==> config.mk <==
export PLATFORM = sky130hd
export DESIGN_NAME = conv_inst_rd_agen_flat
export DESIGN_NICKNAME = d
export VERILOG_FILES = /design/src/rtl/conv_inst_rd_agen_if.sv /design/src/rtl/conv_inst_rd_agen.sv /design/src/flat_wrapper.sv
export SDC_FILE = /design/constraint.sdc
export NUM_CORES = 1
export LEC_CHECK = 0
export ABC_CLOCK_PERIOD_IN_PS = 2500
export CAP_MARGIN = 30
export CORE_AREA = 2 2 161 163
export DETAILED_ROUTE_END_ITERATION = 6
export DIE_AREA = 0 0 163 165
export PLACE_DENSITY = 0.8
export SKIP_LAST_GASP = 1
export SYNTH_ARGS = -nofsm -noshare
export SYNTH_HDL_FRONTEND = slang
export SYNTH_SLANG_ARGS = --single-unit
==> constraint.sdc <==
create_clock -name clk -period 2.5 [get_ports clk]
set_input_delay 0.375 -clock clk [delete_from_list [all_inputs] [get_ports clk]]
set_output_delay 0.375 -clock clk [all_outputs]
set_load 0.005 [all_outputs]
==> src/rtl/conv_inst_rd_agen_if.sv <==
// Bus bundle for the conv instruction read address generator: instruction stream in,
// feature-SRAM read port, and the flow-controlled read-data stream out.
interface conv_inst_rd_agen_if #(
  parameter int unsigned IRW = 31,
  parameter int unsigned IN  = 3,
  parameter int unsigned AW  = 14,
  parameter int unsigned DW  = 64
);
  logic [IRW*IN-1:0] m_inst;
  logic              m_valid;
  logic              m_ready;
  logic              mem_rd_en;
  logic [AW-1:0]     mem_rd_addr;
  logic [DW-1:0]     mem_rd_data;
  logic [DW-1:0]     s_data;
  logic              s_last;
  logic              s_valid;
  logic              s_ready;

  modport slave (
    input  m_inst, m_valid, mem_rd_data, s_ready,
    output m_ready, mem_rd_en, mem_rd_addr, s_data, s_last, s_valid
  );

  modport master (
    output m_inst, m_valid, mem_rd_data, s_ready,
    input  m_ready, mem_rd_en, mem_rd_addr, s_data, s_last, s_valid
  );
endinterface

==> src/rtl/conv_inst_rd_agen.sv <==
// Expands conv instructions into sequential feature-SRAM reads and returns the data
// through a small FIFO; issue is credit-limited so read data is never dropped.
module conv_inst_rd_agen #(
  parameter int unsigned IRW    = 31,
  parameter int unsigned IN     = 3,
  parameter int unsigned AW     = 14,
  parameter int unsigned DW     = 64,
  parameter int unsigned FDEPTH = 4
) (
  input logic                clk,
  input logic                rst_n,
  conv_inst_rd_agen_if.slave bus_io
);
  localparam int unsigned PW = (FDEPTH > 1) ? $clog2(FDEPTH) : 1;
  localparam int unsigned CW = $clog2(FDEPTH + 1);
  localparam logic [CW:0] DepthC = FDEPTH[CW:0];

  typedef enum logic [0:0] {StIdle, StIssue} state_e;

  state_e          state_q;
  logic [AW-1:0]   cur_q;
  logic [7:0]      rem_q;
  logic            pend_q;
  logic            pend_last_q;
  logic [DW:0]     fifo_q [FDEPTH];
  logic [PW-1:0]   wptr_q;
  logic [PW-1:0]   rptr_q;
  logic [CW-1:0]   count_q;
  logic [CW-1:0]   count_d;

  logic            fc;
  logic [AW-1:0]   base;
  logic [6:0]      dim0;
  logic [7:0]      inst_len;
  logic [CW:0]     occ;
  logic            issue;
  logic            last_issue;
  logic            m_ready;
  logic            accept;
  logic            push;
  logic            pop;
  logic            unused_inst;

  assign fc          = bus_io.m_inst[0];
  assign base        = bus_io.m_inst[8 +: AW];
  assign dim0        = bus_io.m_inst[22 +: 7];
  assign unused_inst = ^{bus_io.m_inst[IRW*IN-1:29], bus_io.m_inst[7:1]};

  always_comb begin
    inst_len = 8'd1;
    if (!fc) inst_len = (dim0 == 7'd0) ? 8'd128 : {1'b0, dim0};
  end

  // Outstanding words (queued plus the read still in flight) bound the issue credit.
  assign occ        = {1'b0, count_q} + {{CW{1'b0}}, pend_q};
  assign issue      = (state_q == StIssue) && (occ < DepthC);
  assign last_issue = issue && (rem_q == 8'd1);
  assign m_ready    = rst_n && ((state_q == StIdle) || last_issue);
  assign accept     = bus_io.m_valid && m_ready;

  assign push = pend_q;
  assign pop  = (count_q != '0) && bus_io.s_ready;

  always_comb begin
    count_d = count_q;
    unique case ({push, pop})
      2'b10:   count_d = count_q + CW'(1);
      2'b01:   count_d = count_q - CW'(1);
      default: count_d = count_q;
    endcase
  end

  assign bus_io.m_ready     = m_ready;
  assign bus_io.mem_rd_en   = issue;
  assign bus_io.mem_rd_addr = cur_q;
  assign bus_io.s_valid     = (count_q != '0);
  assign bus_io.s_last      = fifo_q[rptr_q][DW];
  assign bus_io.s_data      = fifo_q[rptr_q][DW-1:0];

  always_ff @(posedge clk or negedge rst_n) begin
    if (!rst_n) begin
      state_q     <= StIdle;
      cur_q       <= '0;
      rem_q       <= '0;
      pend_q      <= 1'b0;
      pend_last_q <= 1'b0;
      wptr_q      <= '0;
      rptr_q      <= '0;
      count_q     <= '0;
      for (int unsigned i = 0; i < FDEPTH; i++) fifo_q[i] <= '0;
    end else begin
      pend_q      <= issue;
      pend_last_q <= last_issue;
      count_q     <= count_d;

      unique case (state_q)
        StIdle: begin
          if (accept) begin
            cur_q   <= base;
            rem_q   <= inst_len;
            state_q <= StIssue;
          end
        end
        StIssue: begin
          if (issue) begin
            if (accept) begin
              // Reload on the final issue so consecutive instructions have no bubble.
              cur_q <= base;
              rem_q <= inst_len;
            end else begin
              cur_q <= cur_q + AW'(1);
              rem_q <= rem_q - 8'd1;
              if (rem_q == 8'd1) state_q <= StIdle;
            end
          end
        end
        default: state_q <= StIdle;
      endcase

      if (push) begin
        fifo_q[wptr_q] <= {pend_last_q, bus_io.mem_rd_data};
        wptr_q         <= wptr_q + PW'(1);
      end
      if (pop) rptr_q <= rptr_q + PW'(1);
    end
  end
endmodule

==> src/flat_wrapper.sv <==
// flat-port wrapper written by rule: the top's interface ports become plain ports
module conv_inst_rd_agen_flat 
#(
  parameter int unsigned IRW    = 31,
  parameter int unsigned IN     = 3,
  parameter int unsigned AW     = 14,
  parameter int unsigned DW     = 64,
  parameter int unsigned FDEPTH = 4
)
  (clk, rst_n, bus_io_m_inst, bus_io_m_valid, bus_io_mem_rd_data, bus_io_s_ready, bus_io_m_ready, bus_io_mem_rd_en, bus_io_mem_rd_addr, bus_io_s_data, bus_io_s_last, bus_io_s_valid);
  conv_inst_rd_agen_if #(.IRW(IRW), .IN(IN), .AW(AW), .DW(DW)) bus_io_i ();
  input logic clk;
  input logic rst_n;
  input wire logic [$bits(bus_io_i.m_inst)-1:0] bus_io_m_inst;
  input wire logic [$bits(bus_io_i.m_valid)-1:0] bus_io_m_valid;
  input wire logic [$bits(bus_io_i.mem_rd_data)-1:0] bus_io_mem_rd_data;
  input wire logic [$bits(bus_io_i.s_ready)-1:0] bus_io_s_ready;
  output wire logic [$bits(bus_io_i.m_ready)-1:0] bus_io_m_ready;
  output wire logic [$bits(bus_io_i.mem_rd_en)-1:0] bus_io_mem_rd_en;
  output wire logic [$bits(bus_io_i.mem_rd_addr)-1:0] bus_io_mem_rd_addr;
  output wire logic [$bits(bus_io_i.s_data)-1:0] bus_io_s_data;
  output wire logic [$bits(bus_io_i.s_last)-1:0] bus_io_s_last;
  output wire logic [$bits(bus_io_i.s_valid)-1:0] bus_io_s_valid;
  assign bus_io_i.m_inst = bus_io_m_inst;
  assign bus_io_i.m_valid = bus_io_m_valid;
  assign bus_io_i.mem_rd_data = bus_io_mem_rd_data;
  assign bus_io_i.s_ready = bus_io_s_ready;
  assign bus_io_m_ready = bus_io_i.m_ready;
  assign bus_io_mem_rd_en = bus_io_i.mem_rd_en;
  assign bus_io_mem_rd_addr = bus_io_i.mem_rd_addr;
  assign bus_io_s_data = bus_io_i.s_data;
  assign bus_io_s_last = bus_io_i.s_last;
  assign bus_io_s_valid = bus_io_i.s_valid;
  conv_inst_rd_agen #(.IRW(IRW), .IN(IN), .AW(AW), .DW(DW), .FDEPTH(FDEPTH)) u_core (.clk(clk), .rst_n(rst_n), .bus_io(bus_io_i));
endmodule
Word-level counts from Yosys, hierarchy flattened:

Cells that the tools add are included.

* flip-flop bits (word level): 292
* input bits: 161
* output and inout port bits: 82
* word-level logic and storage cells: 64

* add/subtract/negate cells: 7
* $lt $le $gt $ge: 4
* equality and inequality tests: 5
* mux-type cells: 22
* bitwise gates (word level): 3
* reduce and logical (&&, ||, !) cells: 11

Operators by type and width (number)
* $bwmux 260: 1
* $mux 65: 3
* $bmux 65 s2: 1
* $demux 65 s2: 1
* $mux 14: 3
* $mux 8: 5
* $pmux 14 s2: 1
* $pmux 8 s2: 1
* $add 14x1->14 const B: 1
* $eq 8x1->1 const B: 1
* $sub 8x1->8 const B: 1
* $logic_not 7->1: 1
* $ge 3x3->1 const B: 2
* $logic_and 1x1->1: 6
* $not 2->3: 2
* $pmux 3 s2: 1
* $add 2x1->2 const B: 2
* $add 3x1->4: 1
* $lt 4x3->1 const B: 1
* $mux 1: 4
* $add 3x1->3 const B: 1
* $lt 3x1->1 const B: 1
* $reduce_bool 3->1: 1
* $sub 3x1->3 const B: 1
* other kinds (9): 9

Longest topological paths before layout:

Gate-level depths: netlist of the first run.

* depth in word-level cells: 10
* gate-level depth with buffers: 8
* depth with buffers taken out: 8

Worst setup path after synthesis of the first run:

OpenSTA, ideal clock, no wires.

* path kind: flip-flop to flip-flop
* start: reg u_core.rem_q[1]
* end: reg u_core.cur_q[9] (netlist: u_core.bus_io.mem_rd_addr[9])
* data arrival time: 2.056 ns
* data required time: 2.379 ns
* path slack: 0.322 ns
* cell stages (with the launch flop): 8
* path through: dfrtp_1 inv_1 ha_1 or4b_4 o41a_1 buf_6 mux2_4 o22a_1

* cells in the longest elaborated chain, start to end: 8
* elaborated cells between the ends (all ways): 10
* classes of those cells: eq/ne: 2; mux: 3; reduce/logical: 5

Ends and longest elaborated chain
* start, declared: RTL line conv_inst_rd_agen.sv:22 `logic [7:0] rem_q;`
* start signal, assigned: RTL line conv_inst_rd_agen.sv:100 `rem_q <= inst_len;`
* start signal, assigned: RTL line conv_inst_rd_agen.sv:109 `rem_q <= inst_len;`
* start signal, assigned: RTL line conv_inst_rd_agen.sv:112 `rem_q <= rem_q - 8'd1;`
* $eq 8x1->1 (*): RTL line conv_inst_rd_agen.sv:57 `assign last_issue = issue && (rem_q == 8'd1);`
* $logic_and 1x1->1 (*): RTL line conv_inst_rd_agen.sv:57
* $logic_or 1x1->1 (*): RTL line conv_inst_rd_agen.sv:58 `assign m_ready = rst_n && ((state_q == StIdle) || last_issue);`
* $logic_and 1x1->1 (*): RTL line conv_inst_rd_agen.sv:58
* $logic_and 1x1->1 (*): RTL line conv_inst_rd_agen.sv:59 `assign accept = bus_io.m_valid && m_ready;`
* $mux 14: RTL line conv_inst_rd_agen.sv:106 `if (accept) begin`
* $mux 14: RTL line conv_inst_rd_agen.sv:105 `if (issue) begin`
* $pmux 14 s2: RTL line conv_inst_rd_agen.sv:96 `unique case (state_q)`
* end signal, assigned: RTL line conv_inst_rd_agen.sv:99 `cur_q <= base;`
* end signal, assigned: RTL line conv_inst_rd_agen.sv:108 `cur_q <= base;`
* end signal, assigned: RTL line conv_inst_rd_agen.sv:111 `cur_q <= cur_q + AW'(1);`
* end, declared: RTL line conv_inst_rd_agen.sv:21 `logic [AW-1:0] cur_q;`

Every way passes the cells marked *; elsewhere a longest branch is shown, timed or not. The select of a mux whose other input is x is not followed.
A chain may end at the register's enable or synchronous reset.

Worst setup path in the final report of the first run:

* start: reg u_core.rem_q[1]
* end: out bus_io_m_ready

* cells in the longest elaborated chain, start to end: 4

Ends and longest elaborated chain
* $eq 8x1->1: RTL line conv_inst_rd_agen.sv:57
* $logic_and 1x1->1: RTL line conv_inst_rd_agen.sv:57
* $logic_or 1x1->1: RTL line conv_inst_rd_agen.sv:58
* $logic_and 1x1->1: RTL line conv_inst_rd_agen.sv:58
* end, declared: RTL line flat_wrapper.sv:18 `output wire logic [$bits(bus_io_i.m_ready)-1:0] bus_io_m_ready;`

No other way between the ends.

==> results.md, run 1 <==
- The family with the most delay on the worst path is simple AND/OR/NAND/NOR gates.
- The number of clock buffers added by TritonCTS is 30.
- The via count of the first global-routing pass is about 8500.
- The number of flip-flops and latches in the synthesized netlist is a little under 300.
- Measured against its own limit, the worst slew margin works out to 46.1%.
- The final estimated routing congestion in global placement is between 0.8 and 0.9.
- The nature of the critical path endpoint is an output pin.
- The buffer type at the clock tree root is clkbuf_16.
- Power spread over the standard cell area amounts to approximately 1400 nW/um2.
- The flow ran to the end, but the final reports show violations.
- In the routed design, unresolved DRC markers number 0.
- The cell area after synthesis is roughly 13000 um2.
- The final worst-path setup slack is -116 ps.
- The number of cells on the worst reg-to-reg path is 8.
- Clock latency on the worst-skew pair, taken at its later pin, is roughly 550 ps.
- In this run the number of H-tree levels came out at 1.
- The global-route wire length before repair is between 40 and 50 mm.
- The critical path goes through inv_2, ha_1, or4b_4, o31ai_4, and2_4, clkdlybuf4s15_2.
- The critical path required time is 2120 ps.
- Final hold analysis gives a worst-case slack of 209 ps.
- roughly 240 I/O pins were placed.
- The final number of hold-violating endpoints came to 0.
- The endpoint arrival time on the critical path is approximately 2200 ps.
- The number of violations of the max-capacitance limit is 0.
- The share of layout cells above drive strength 1 is 44.2%.
- The number of nets in the synthesized netlist is around 1000.
- The cell type with the largest total area after synthesis is dfrtp_1.
- For the pin with the worst max-slew slack, the measured transition is 809 ps.
- Ranked by total cell area, the synthesized netlist is headed by dfrtp_1 (56%), mux2_2 (22%), mux4_2 (11%), clkbuf_1 (1.3%), ha_1 (0.76%).
- The cell area after placement is roughly 15000 um2.
- Dividing the detail-routed wire length by the instance count gives just over 20 um.
- The post-synthesis instance total is roughly 850.
- Along the worst path, the maximum fanout reaches 3.
- Dividing the detail-routed via count by the number of cells gives between 5 and 6.
- The chip width is between 150 and 200 um.
- The critical path crosses 6 cells after its start point.
- The placeable core region is roughly 25000 um2.
- Compared with the post-synthesis result, the final layout area differs by 27.3%.
- The total buffers and inverters traversed by the critical path is 2.
- The floorplan step defined a die boundary enclosing 26900 um2.
- The synthesized design contains 0 enable-type register cells.
- In this run the critical register-to-register path is launched from u_core.rem_q[1].
- The total number of vias is ~8000.
- The clock sink count is between 200 and 300.
- In this run the deepest clock path goes through 3 buffers.
- The overall fraction of global-route tracks in use is between 20% and 30%.
- Once detail routing completed, the nets flagged for antenna violations numbered 0.
- The floorplan has a little under 60 rows.
- Subtracting the final worst setup slack from the clock period gives between 2000 and 3000 ps.
- The path class of the tightest hold or removal check is primary input to asynchronous set/reset pin.
- The final cell utilization of the core is between 60% and 70%.
- The category of the most critical setup path is flop to output pin.
- Setup repair after global routing could not meet its margin everywhere.
- The number of inserted diodes is 0.
- The final worst clock skew is between 10 and 15 ps.
- After routing the design area is between 15000 and 20000 um2.
- The number of fillers in the final layout is 1755.
- The share of synthesized area occupied by flip-flops and latches is 55.6%.
- Static timing analysis puts the maximum clock frequency at between 300 and 400 MHz.
- A synthesized cell averages approximately 16 um2.
- The final routed wirelength across all metal layers is 28.1 mm.
- The number of antenna violations at the first check in global routing is 0.
- The detailed-router iteration count before antenna repair is 5.
- Yosys printed 0 warnings.
- The launch point of the worst path is u_core.rem_q[1].
- The setup violation total in the final timing report is 1.
- The cell with the largest stage delay on the worst path is or4b_4.
- The count of distinct cell types in the synthesized netlist is 55.
- The max-slew violation count was 0.
- After layout, the worst path uses 105% of the clock period.
- Clock-pin slew was measured on the worst setup and hold paths at about 70 ps.
- TritonCTS built the clock tree.
- In the final design database the tool counted 1213 nets.
- Entering global routing, the biggest net connects ~140 pins.
- The design draws 23.4 mW.
- STA classifies the critical path startpoint as a flop.
- The remaining global-route overflow is 0.
- Among all flip-flop cells after synthesis, the most frequent one is dfrtp_1.
- Detailed placement finished with a half-perimeter wire length of around 17 mm.
- The worst-case vdd ir drop is about 0.73 mV.
- The checks that failed: setup timing.
- The count of port buffers added during placement is about 170.
- The initial cell density of the core is a little over half.
- The die is 165 um tall.
- The share of the synthesized area in the top cell type is 55.6%.
- For this run, the slowest stage of the critical path takes just under 500 ps.
- For this block, the initial DRC count from the detailed router was 375.
- The fraction of registers with async set or reset after synthesis is 100%.
- Summed over all cells, the static leakage comes to about 7.1 nW.
[through the flow]
step | setup WS (ps) | TNS (ps) | instances
finish | -116 | -116 | 1395
global route | -208 | -314 | 1395
CTS | -184 | -2570 | 1393
detailed placement | -1.26 | -1.26 | 1323
global placement | 19.1 | 0 | 1323
floorplan | 322 | 0 | 846
[logic make-up after synthesis]
group | share of synthesized area, %
AO/OA/AOI/OAI | 2.61
XOR/XNOR | 0.400
adder cells (fa/ha/maj) | 0.915
buffers and inverters | 2.41
flip-flops | 55.6
multiplexers | 34.2
AND/OR/NAND/NOR | 3.77
[final timing paths]
kind,endpoint,slack [ps]
max,bus_io_m_ready,-120
min,u_core.bus_io.mem_rd_addr[13],210
min reg2reg,u_core.fifo_q[127],500
min in group clk,u_core.bus_io.mem_rd_addr[1],390
max reg2reg,u_core.bus_io.mem_rd_addr[9],70
max in group asynchronous,u_core.fifo_q[257],890
[Yosys cell counts, types with 2 or more instances]
| library cell | count |
|---|---|
| clkbuf_1 | 44 |
| nand3_1 | 15 |
| inv_1 | 16 |
| mux4_2 | 65 |
| and2_1 | 5 |
| xnor2_1 | 2 |
| buf_1 | 3 |
| nor2_1 | 4 |
| buf_6 | 4 |
| o31ai_1 | 4 |
| a221o_1 | 2 |
| o211ai_1 | 2 |
| a22oi_1 | 2 |
| mux2_2 | 260 |
| nor4_1 | 4 |
| xor2_1 | 4 |
| nor3_1 | 5 |
| mux2_4 | 3 |
| o21ai_0 | 4 |
| nor4b_1 | 3 |
| a21oi_1 | 8 |
| ha_1 | 8 |
| and4_1 | 4 |
| or4_1 | 6 |
| buf_2 | 4 |
| dfrtp_1 | 292 |
| o21ai_1 | 2 |
| nand4_1 | 6 |
| nand2_1 | 24 |
| or3_1 | 3 |
| a31oi_1 | 2 |
| o22a_1 | 5 |
| and3_1 | 4 |
| mux2i_1 | 6 |
[routing by layer]
metal	global-route usage [%]	vias to the layer above	wire, um
met3	4.17	32	1610
li1	-	3573	-
met4	4.95	0	519
met2	35.5	205	13500
met1	29.7	4171	12400
met5	0	-	0
[power by group]
part / leakage (nW) / switching, mW / internal [mW] / total, mW
logic: 3.24 / 3.92 / 6.39 / 10.3
registers: 3.40 / 1.28 / 7.13 / 8.41
clock network: 0.502 / 1.84 / 2.81 / 4.64
[cell usage in the layout (no fill, tap or decap), types with 5 or more instances in the layout]
cell,count
mux4_2,65
nor3_1,5
buf_2,13
mux2i_1,5
dfrtp_1,290
nand2_1,19
dlymetal6s2s_1,10
clkinv_2,7
dlygate4sd2_1,25
ha_1,8
inv_1,15
or4_1,6
clkdlybuf4s15_1,8
clkbuf_2,9
clkdlybuf4s50_1,103
bufinv_16,5
mux2_2,260
a21oi_1,8
nand4_1,6
o22a_1,5
buf_4,24
buf_12,17
clkbuf_16,31
nand3_1,15
[worst register-to-register path, cell delays in order, from the launching register on]
cell	delay (ps)
dfrtp_1	380
inv_2	60
ha_1	120
or4b_4	490
buf_4	170
o41a_1	380
buf_4	200
mux2_4	310
o22a_1	200
[sequential cells by signal (all words and copies together), names as in the netlist]
name,count
u_core.fifo_q,260
u_core.bus_io.mem_rd_addr,14
u_core.rem_q,8
u_core.count_q,3
u_core.rptr_q,2
u_core.wptr_q,2
u_core.pend_last_q,1
u_core.pend_q,1
u_core.state_q,1
[area by class of cell]
| cell class | instances | area, um2 | share of cell area [%] |
|---|---|---|---|
| Clock buffer | 37 | 807 | 4.83 |
| Clock inverter | 17 | 231 | 1.38 |
| Inverter | 16 | 60.1 | 0.359 |
| Multi-Input combinational cell | 482 | 5590 | 33.4 |
| Sequential cell | 292 | 7310 | 43.7 |
| Tap cell | 330 | 413 | 2.47 |
| Timing Repair Buffer | 221 | 2310 | 13.8 |
[timing repair]
item / 4_1_cts / 5_1_grt
gates resized for setup: 117 / 40
gates cloned: 3 / 1
hold endpoints to repair: 34 / 0
hold buffers: 1 / 0
pin swaps: 2 / 1
setup buffers: 12 / 2
setup endpoints to repair: 67 / 39
Note: power is estimated with default switching activity, not from simulation.
==> run 2, diff against run 1 <==
- CORE_AREA: 2 2 161 163 -> 2 2 154 156
- CTS_CLUSTER_SIZE: unset -> 24
- DIE_AREA: 0 0 163 165 -> 0 0 156 158
- DONT_BUFFER_PORTS: unset -> 1
- PLACE_DENSITY: 0.8 -> 0.73
==> results.md, run 2 (synthesized netlist as in run 1, its figures left out) <==
- The peak-usage layer in the global routing report is met2 (unchanged).
- The summed negative setup slack over all endpoints is 0 ps (was -116 ps).
- The leakage power was 6.48 nW (was 7.14 nW).
- The average wire length per cell after detail routing was 22.6 um (was 20.1 um).
- The worst slew slack as a fraction of its limit is 34.0% (was 46.1%).
- The remaining global-route overflow is 0 (unchanged).
- The vertical die dimension is 158 um (was 165 um).
- The maximum frequency from static timing analysis is 408 MHz (was 382 MHz).
- The routing usage on met3 is 4.85% (was 4.17%).
- The via count normalized by instance count is 6.18 (was 5.72).
- The via count of the first global-routing pass is 8464 (was 8529).
- The detailed-router iteration count before antenna repair is 4 (was 5).
- The total number of vias came to 7638 (was 7981).
- The cell with the largest stage delay on the worst path was or4b_4 (unchanged).
- The global-route wire length before repair was 44.9 mm (was 45.4 mm).
- The setup violation total in the final timing report came to 0 (was 1).
- The remaining antenna violation count after routing came to 0 (unchanged).
- The final estimated routing congestion in global placement came to 0.828 (was 0.806).
- Failing checks: hold timing (was setup timing).
- The total number of nets in the final design was 1093 (was 1213).
- Most used cells in the layout excluding fill and tap cells: dfrtp_1 (290), mux2_2 (260), dlygate4sd3_1 (69) (was dfrtp_1 (290), mux2_2 (260), clkdlybuf4s50_1 (103)).
- The number of buffers inserted during clock tree synthesis is 30 (unchanged).
- The met2 track utilization from global routing is 41.4% (was 35.5%).
- The total buffers and inverters traversed by the critical path is 1 (was 2).
- The overall fraction of global-route tracks in use is 23.0% (was 21.5%).
- The highest fanout seen on the critical path is 2 (was 3).
- The final routed wirelength across all metal layers is 27.9 mm (was 28.1 mm).
- The cell area power density is 1380 nW/um2 (was 1400 nW/um2).
- The worst-case vdd ir drop came to 1.16 mV (was 0.732 mV).
- Result of the run: finished with violations (unchanged).
- The die outline area is 24600 um2 (was 26900 um2).
- The number of rows created at floorplan is 56 (was 58).
- The number of violations of the max-capacitance limit is 0 (unchanged).
- The shortest period the worst path allows is 2450 ps (was 2620 ps).
- Cell breakdown of the critical path: inv_2, ha_1, or4b_4, o31ai_4, and2_4 (was inv_2, ha_1, or4b_4, o31ai_4, and2_4, clkdlybuf4s15_2).
- The first-iteration detailed-routing DRC count came to 411 (was 375).
- The cell area after placement is 13600 um2 (was 15500 um2).
- The placeable core region came to 23100 um2 (was 25000 um2).
- The share of layout cells above drive strength 1 is 44.8% (was 44.2%).
- The max-slew violation count is 0 (unchanged).
- The largest register by flop count is u_core.fifo_q (unchanged).
- The buffer type at the clock tree root is clkbuf_16 (unchanged).
- The leading cell type in the layout, fill and taps excluded is dfrtp_1 (unchanged).
- The final number of hold-violating endpoints came to 292 (was 0).
- The critical path required time is 2120 ps (about the same).
- The kind of launch point of the worst setup path is a flop (unchanged).
- The family with the most delay on the worst path is simple AND/OR/NAND/NOR gates (unchanged).
- The detailed-placement wirelength estimate is 17.8 mm (was 17.4 mm).
- The clock tree from TritonCTS is built (unchanged).
- The post-detailed-route DRC marker count is 0 (unchanged).
- The clock network latency to the later pin of the worst-skew pair is 550 ps (about the same).
- The number of inserted diodes was 0 (unchanged).
- The slew at the pin closest to its max-slew limit is 971 ps (was 809 ps).
- The number of antenna violations at the first check in global routing came to 1 (was 0).
- The largest buffer count on any clock path was 3 (unchanged).
- The signed area change from the synthesized netlist to the final layout is 17.6% (was 27.3%).
- The share of the clock period used by the worst path after layout is 98.0% (was 105%).
- The nature of the critical path endpoint is an output pin (unchanged).
- The final worst clock skew is 17.2 ps (was 10.8 ps).
- The pin count of the biggest net entering global routing came to 296 (was 137).
- Unrepaired setup endpoints after global routing: false (was true).
- The chip width is 156 um (was 163 um).
- The classification of the worst-slack hold path is primary input to asynchronous set/reset pin (unchanged).
- The met1 usage in global routing is 28.4% (was 29.7%).
- The final instance area is 15400 um2 (was 16700 um2).
- The category of the most critical setup path is flop to output pin (unchanged).
- The worst hold-check slack is -465 ps (was 209 ps).
- The flip-flop count of the largest register, all copies and words added is 260 (unchanged).
- The number of buffers added to fix hold violations after cts is 69 (was 1).
- The initial cell density of the core was 57.0% (was 52.4%).
- The endpoint arrival time on the critical path came to 2070 ps (was 2240 ps).
- The delay of the slowest cell on the worst path is 480 ps (was 490 ps).
- The level count of the clock H-tree is 1 (unchanged).
- The clock sink count is 292 (unchanged).
- The number of top-level pins is 243 (unchanged).
- The clock slew at the register clock pins of the worst setup and hold paths is 60 ps (was 70 ps).
- The count of port buffers added during placement was 0 (was 171).
-- run 2: cell count changes in the layout (fill, tap and decap cells not counted), sizes merged --
cell and change:
clkdlybuf4s50 -103, dlygate4sd3 +68, buf -32, dlygate4sd2 -25
dlymetal6s2s -10, clkdlybuf4s15 -9, clkinv -5, clkinvlp -4
bufinv -2, clkbuf +2
-- run 2: final timing paths --
kind / from / endpoint / slack (ps) / depth (start not counted)
min in group clk: bus_io_m_inst[16] / u_core.bus_io.mem_rd_addr[8] / 30 / 2
hold / removal: rst_n / u_core.fifo_q[10] / -470 / 0
hold reg to reg: u_core.fifo_q[90] / u_core.fifo_q[90] / 500 / 1
setup / recovery: u_core.rem_q[1] / bus_io_m_ready / 50 / 5
max in group asynchronous: rst_n / u_core.fifo_q[253] / 2230 / 0
setup reg to reg: u_core.rem_q[1] / u_core.bus_io.mem_rd_addr[6] / 80 / 8
-- run 2: worst register-to-register path, stage by stage (launching register included) --
cell,delay [ps]
dfrtp_1,400
inv_2,80
ha_1,140
or4b_4,480
buf_4,170
o41a_1,360
buf_12,180
mux2_4,310
o22a_1,190
-- run 2: metrics by stage --
step / worst slack [ps] / hold slack [ps] / util [%] / power, mW / cells
6_report: 50.0 / -465 / 67.0 / 21.3 / 1235
5_1_grt: 3.13 / -496 / 67.0 / 22.5 / 1235
4_1_cts: 8.30 / -485 / 66.7 / 21.5 / 1229
3_5_place_dp: 103 / 86.8 / 59.0 / 16.7 / 1103
3_3_place_gp: 182 / 87.7 / 59.0 / 16.1 / 1103
2_1_floorplan: 322 / 79.4 / - / 14.4 / 846
-- run 2: cell type report --
type / instances / area [um2]
clock buffers: 48 / 920
clock inverters: 6 / 105
fillers: 1523 / 7610
inverters: 16 / 60.1
multi-input cells: 482 / 5580
flip-flops and latches: 292 / 7310
well taps: 290 / 363
repair buffers: 101 / 1100
-- run 2: timing repair --
item	in CTS	in global routing
buffers inserted	3	5
hold endpoints to repair	553	292
pin swaps	2	2
gates resized for setup	4	2
endpoints found under the setup margin	1	14
gates cloned	0	1
-- run 2: metal layers --
layer | vias up | routed length [um]
met3 | 51 | 1720
met4 | 2 | 549
li1 | 3336 | -
met5 | - | 11
met2 | 217 | 14800
met1 | 4032 | 10900
-- run 2: report_power, final --
part           total (mW)  internal, mW  switching, mW
clock network        4.55          2.80           1.75
registers            8.54          7.14           1.40
logic                8.23          4.77           3.47
==> patch 1: new RTL, flow settings as in run 1 <==
`FDEPTH` is set to 4 in 2 places; all go to 2.
--- a/src/rtl/conv_inst_rd_agen.sv
+++ b/src/rtl/conv_inst_rd_agen.sv
@@ -6,5 +6,5 @@
   parameter int unsigned AW     = 14,
   parameter int unsigned DW     = 64,
-  parameter int unsigned FDEPTH = 4
+  parameter int unsigned FDEPTH = 2
 ) (
   input logic                clk,
--- a/src/flat_wrapper.sv
+++ b/src/flat_wrapper.sv
@@ -6,5 +6,5 @@
   parameter int unsigned AW     = 14,
   parameter int unsigned DW     = 64,
-  parameter int unsigned FDEPTH = 4
+  parameter int unsigned FDEPTH = 2
 )
   (clk, rst_n, bus_io_m_inst, bus_io_m_valid, bus_io_mem_rd_data, bus_io_s_ready, bus_io_m_ready, bus_io_mem_rd_en, bus_io_mem_rd_addr, bus_io_s_data, bus_io_s_last, bus_io_s_valid);
Behaviour: not the same (a bounded check fails within 4 cycles, from zero or initial values and one cycle with rst_n low).
==> patch 1 against run 1 <==
Design area down 39%. Routed wire length down 39%. Combinational power fell by 38%. Sequential cell count shrank 133. Setup slack improved by 0.30 ns. Highest routed layer unchanged. Total power decreased by 41%. Maximum frequency up 13%. Synthesized area down 45%. Sequential power fell by 46%.
==> patch 1: results (changes against run 1) <==
| Metric | Value |
|---|---|
| Met3 wire len | `1.37 mm (-15%)` |
| Compound-Gate Fraction of Synth Area | `0.0536 (+0.0275)` |
| Htree depth | `4 (+3)` |
| Synth top cells by count | `mux2_2 (195), dfrtp_1 (159), clkbuf_1 (21)` |
| Routability congestion estimate | `0.822 (+2.0%)` |
| CP Max Fanout | `34 (+31)` |
| Fill cells | `2371 (+35%)` |
| Vias in the first global route | `5360 (-37%)` |
| Slew margin rel. | `0.420 (-0.0408)` |
| DRT iter0 DRCs | `297 (-21%)` |
| Flop2flop setup slack | `0.27 ns (+0.20 ns)` |
| Area growth, synth to finish | `39.5%` |
| Post-synthesis sequential area ratio | `0.546 (-0.0104)` |
| Static Leakage | `4.11 nW (-43%)` |
| Clk buf depth | `2 (-1)` |
| R2R Path End | `u_core.rem_q[4]` |
| Max reg flops | `130 (-50%)` |
| Met2 WL | `8.01 mm (-41%)` |
| Synth Net Count | `698 (-31%)` |
| Largest net degree at the start of global routing | `160 (+17%)` |
| Clock skew | `0.0121 ns (+0.00132 ns)` |
| Clock buffer count from CTS | `17 (-43%)` |
| Mux cell area share after synthesis | `0.309 (-0.0336)` |
| Post-DP HPWL | `11.2 mm (-36%)` |
| GR Util All Layers | `0.129 (-0.0854)` |
| First-pass GRT wire length | `27.6 mm (-39%)` |
| M1 wire length | `7.48 mm (-40%)` |
| Top cells by area, synth | `dfrtp_1 (55%), mux2_2 (30%), clkbuf_1 (1.1%), nand2_1 (1.0%), nand3_1 (0.96%)` |
| Met2 usage | `0.217 (-0.138)` |
| First drt pass iteration count | `4 (-1)` |
| R2R depth | `10 (+2)` |
| Synth Area in Adders | `0.00687 (-0.00228)` |
| XOR/XNOR Fraction of Synth Area | `0.00601 (+0.00201)` |
| Worst-Skew Late Latency | `0.41 ns (-0.14 ns)` |
| Peak VDD IR | `0.491 mV (-33%)` |
| Status | `completed` |
| Vias per cell | `4.74 (-17%)` |
| Nets | `873 (-28%)` |
| Hold WS | `0.141 ns (-0.0677 ns)` |
| Share of layout cells above drive strength 1 | `0.353 (-0.0895)` |
| Critical path's top delay family | `buffers and inverters` |
| Met1 usage in global routing | `0.161 (-0.136)` |
| Synth unique cells | `52 (-5.5%)` |
| Drt total wl | `17.0 mm (-39%)` |
| Met3 Use GR | `0.0434 (+0.00176)` |
| CP Launch Point | `u_core.rptr_q` |
[patch 1: cell types whose count changed after synthesis, sizes merged, moves of 4 or more]
| cell | change |
|---|---|
| mux4 | -65 |
| mux2 | -65 |
| o22ai | +4 |
| mux2i | -5 |
| or4 | -4 |
| ha | -4 |
| clkbuf | -23 |
| o211ai | +4 |
| dfrtp | -133 |
| nand2 | -4 |
| o31ai | -4 |
| inv | -9 |
[patch 1: report_power, final]
| part | total (mW) | internal, mW | switching [mW] |
|---|---|---|---|
| Clock | 2.86 | 1.80 | 1.06 |
| Sequential | 4.57 | 3.85 | 0.723 |
| Combinational | 6.37 | 4.09 | 2.28 |
[patch 1: timing repair]
| action | CTS | global route |
|---|---|---|
| pin swaps | 1 | 1 |
| setup endpoints to repair | 1 | 1 |
| hold endpoints to repair | 0 | 0 |
| gates resized for setup | 3 | 1 |
| setup buffers | 2 | 0 |
[patch 1: final cells by class]
type / instances / share of cell area
well taps: 330 / 0.0406
clock inverters: 10 / 0.0182
inverters: 7 / 0.00258
flip-flops and latches: 159 / 0.392
repair buffers: 188 / 0.191
clock buffers: 21 / 0.0443
multi-input cells: 335 / 0.312
[patch 1: how the worst max path moves through the flow]
stage | end | slack [ns]
2_1_floorplan | u_core.bus_io.mem_rd_addr[5] | 0.59
3_3_place_gp | u_core.rem_q[5] | 0.32
3_5_place_dp | u_core.rem_q[5] | 0.29
5_1_grt | bus_io_s_data[50] | 0.09
4_1_cts | bus_io_m_ready | 0.008
6_report | bus_io_s_last | 0.19
[patch 1: per-stage QoR]
step                std cells  setup WS (ns)
global route             1050         0.0920
CTS                      1050        0.00764
finish                   1050          0.188
floorplan                 533          0.587
global placement         1017          0.315
detailed placement       1017          0.294
==> patch 2: new RTL, config.mk and constraints of run 1 <==
Made on the original files. Make the reset (`rst_n`) synchronous in one clocked block.
--- a/src/rtl/conv_inst_rd_agen.sv
+++ b/src/rtl/conv_inst_rd_agen.sv
@@ -78,5 +78,5 @@
   assign bus_io.s_data      = fifo_q[rptr_q][DW-1:0];
 
-  always_ff @(posedge clk or negedge rst_n) begin
+  always_ff @(posedge clk) begin
     if (!rst_n) begin
       state_q     <= StIdle;
Behaviour: differs if rst_n is asserted again (counterexample within 4 cycles, from zero or initial values and one cycle with rst_n low); with rst_n held inactive, the same outputs for 4 cycles.
==> patch 2 against run 1 <==
The run still ends with negative setup slack left. Setup slack improved by 0.081 ns. Routed wire length rose by 4.4%. Sequential cell count rose by 2. Core utilization fell by 0.69 points. Design area fell by 1.0%. Via count rose by 3.1%. Synthesized area fell by 3.2%.
Power is not compared: it rests on default switching activity, and its combinational part moved more than twofold at a synthesized area within 25%.
==> patch 2: results (changes against run 1) <==
| Metric | Value |
|---|---|
| Synth top cells by count | `edfxtp_1 (260), nor2_1 (137), nand2_1 (90)` |
| Status | `finished with violations` |
| DRT iter0 DRCs | `558 (+49%)` |
| Post-synthesis sequential area ratio | `0.668 (+0.111)` |
| Post-CTS sizing | `45 (-62%)` |
| CP Max Fanout | `4 (+1)` |
| Initial antenna violation count | `2 (+2)` |
| Drt wl/cell | `19.6 µm (-2.8%)` |
| Compound-Gate Fraction of Synth Area | `0.0356 (+0.00952)` |
| Hold Startpoint | `bus_io_m_inst[9]` |
| Synth unique cells | `46 (-16%)` |
| Largest net degree at the start of global routing | `66 (-52%)` |
| Total Neg Setup Slack | `-0.0346 ns (+0.0813 ns)` |
| Setup slack after layout | `-0.0346 ns (+0.0813 ns)` |
| Synth Net Count | `1102 (+8.5%)` |
| FFs w/ async S/R, synth | `0 (-1.00)` |
| Routability congestion estimate | `0.827 (+2.6%)` |
| Worst EP arrival | `2.16 ns (-0.08 ns)` |
| R2R Path End | `u_core.rem_q[7]` |
| Vias post-DR | `8230 (+3.1%)` |
| Flop2flop setup slack | `0.25 ns (+0.18 ns)` |
| Vias in the first global route | `8569 (+0.47%)` |
| CP max stage delay | `0.55 ns (+0.06 ns)` |
| Top cells by area, synth | `edfxtp_1 (61%), mux4_2 (12%), dfxtp_1 (5.4%), nor2_1 (4.0%), and2_1 (3.7%)` |
| CP Launch Point | `u_core.rem_q[3]` |
| Sw Pwr | `3.31 mW` |
| Worst Hold Class | `primary input to flop` |
| Hold WS | `0.401 ns (+0.192 ns)` |
| Crit-path slowest cell | `or4_4` |
| Post-DP HPWL | `17.7 mm (+1.7%)` |
| R2R depth | `6 (-2)` |
| Drt total wl | `29.3 mm (+4.4%)` |
| Violated checks | `negative setup slack` |
| XOR/XNOR Fraction of Synth Area | `0.00413 (+0.000132)` |
| Clock skew | `0.00894 ns (-0.00182 ns)` |
| Nets | `1310 (+8.0%)` |
| Postcts setup bufs | `12 (unchanged)` |
| Clock buffer count from CTS | `31 (+3.3%)` |
| Synth Area in Adders | `0.00551 (-0.00364)` |
| GR Util All Layers | `0.220 (+0.00551)` |
| Static Leakage | `6.69 nW` |
| Area post-placement | `0.0152 mm² (-2.1%)` |
| Dpl ws | `0.0802 ns (+0.0815 ns)` |
| Synth Area per Inst | `13.6 µm² (-12%)` |
| First-pass GRT wire length | `45.5 mm (+0.21%)` |
| Post-synth EDFFs | `260 (+260)` |
| Share of layout cells above drive strength 1 | `0.168 (-0.274)` |
| Worst r2r src | `u_core.rem_q[3]` |
| Mux cell area share after synthesis | `0.115 (-0.227)` |
| Cells after DPL | `1420 (+7.3%)` |
| Final setup fails | `1 (unchanged)` |
-- patch 2: cell count changes after synthesis, moves of 9 or more --
| cell | run 1 | this run |
|---|---|---|
| inv_1 | 16 | 74 |
| dfrtp_1 | 292 | 0 |
| mux2_2 | 260 | 0 |
| o21ai_0 | 4 | 19 |
| buf_1 | 3 | 12 |
| and2_1 | 5 | 76 |
| a21oi_1 | 8 | 24 |
| dfxtp_1 | 0 | 34 |
| edfxtp_1 | 0 | 260 |
| nand2_1 | 24 | 90 |
| nor2_1 | 4 | 137 |
-- patch 2: layer usage --
metal | share of wire | global-route usage
met1 | 0.40 | 0.284
met2 | 0.51 | 0.386
met3 | 0.070 | 0.0412
met4 | 0.023 | 0.0587
met5 | 0.00055 | 0
-- patch 2: layout make-up --
cell class	count	area [µm²]
Sequential cell	294	8500
Fill cell	1784	8490
Multi-Input combinational cell	511	3820
Timing Repair Buffer	232	2490
Clock buffer	36	795
Tap cell	330	413
Inverter	74	278
Clock inverter	20	256
Antenna cell	1	2.50
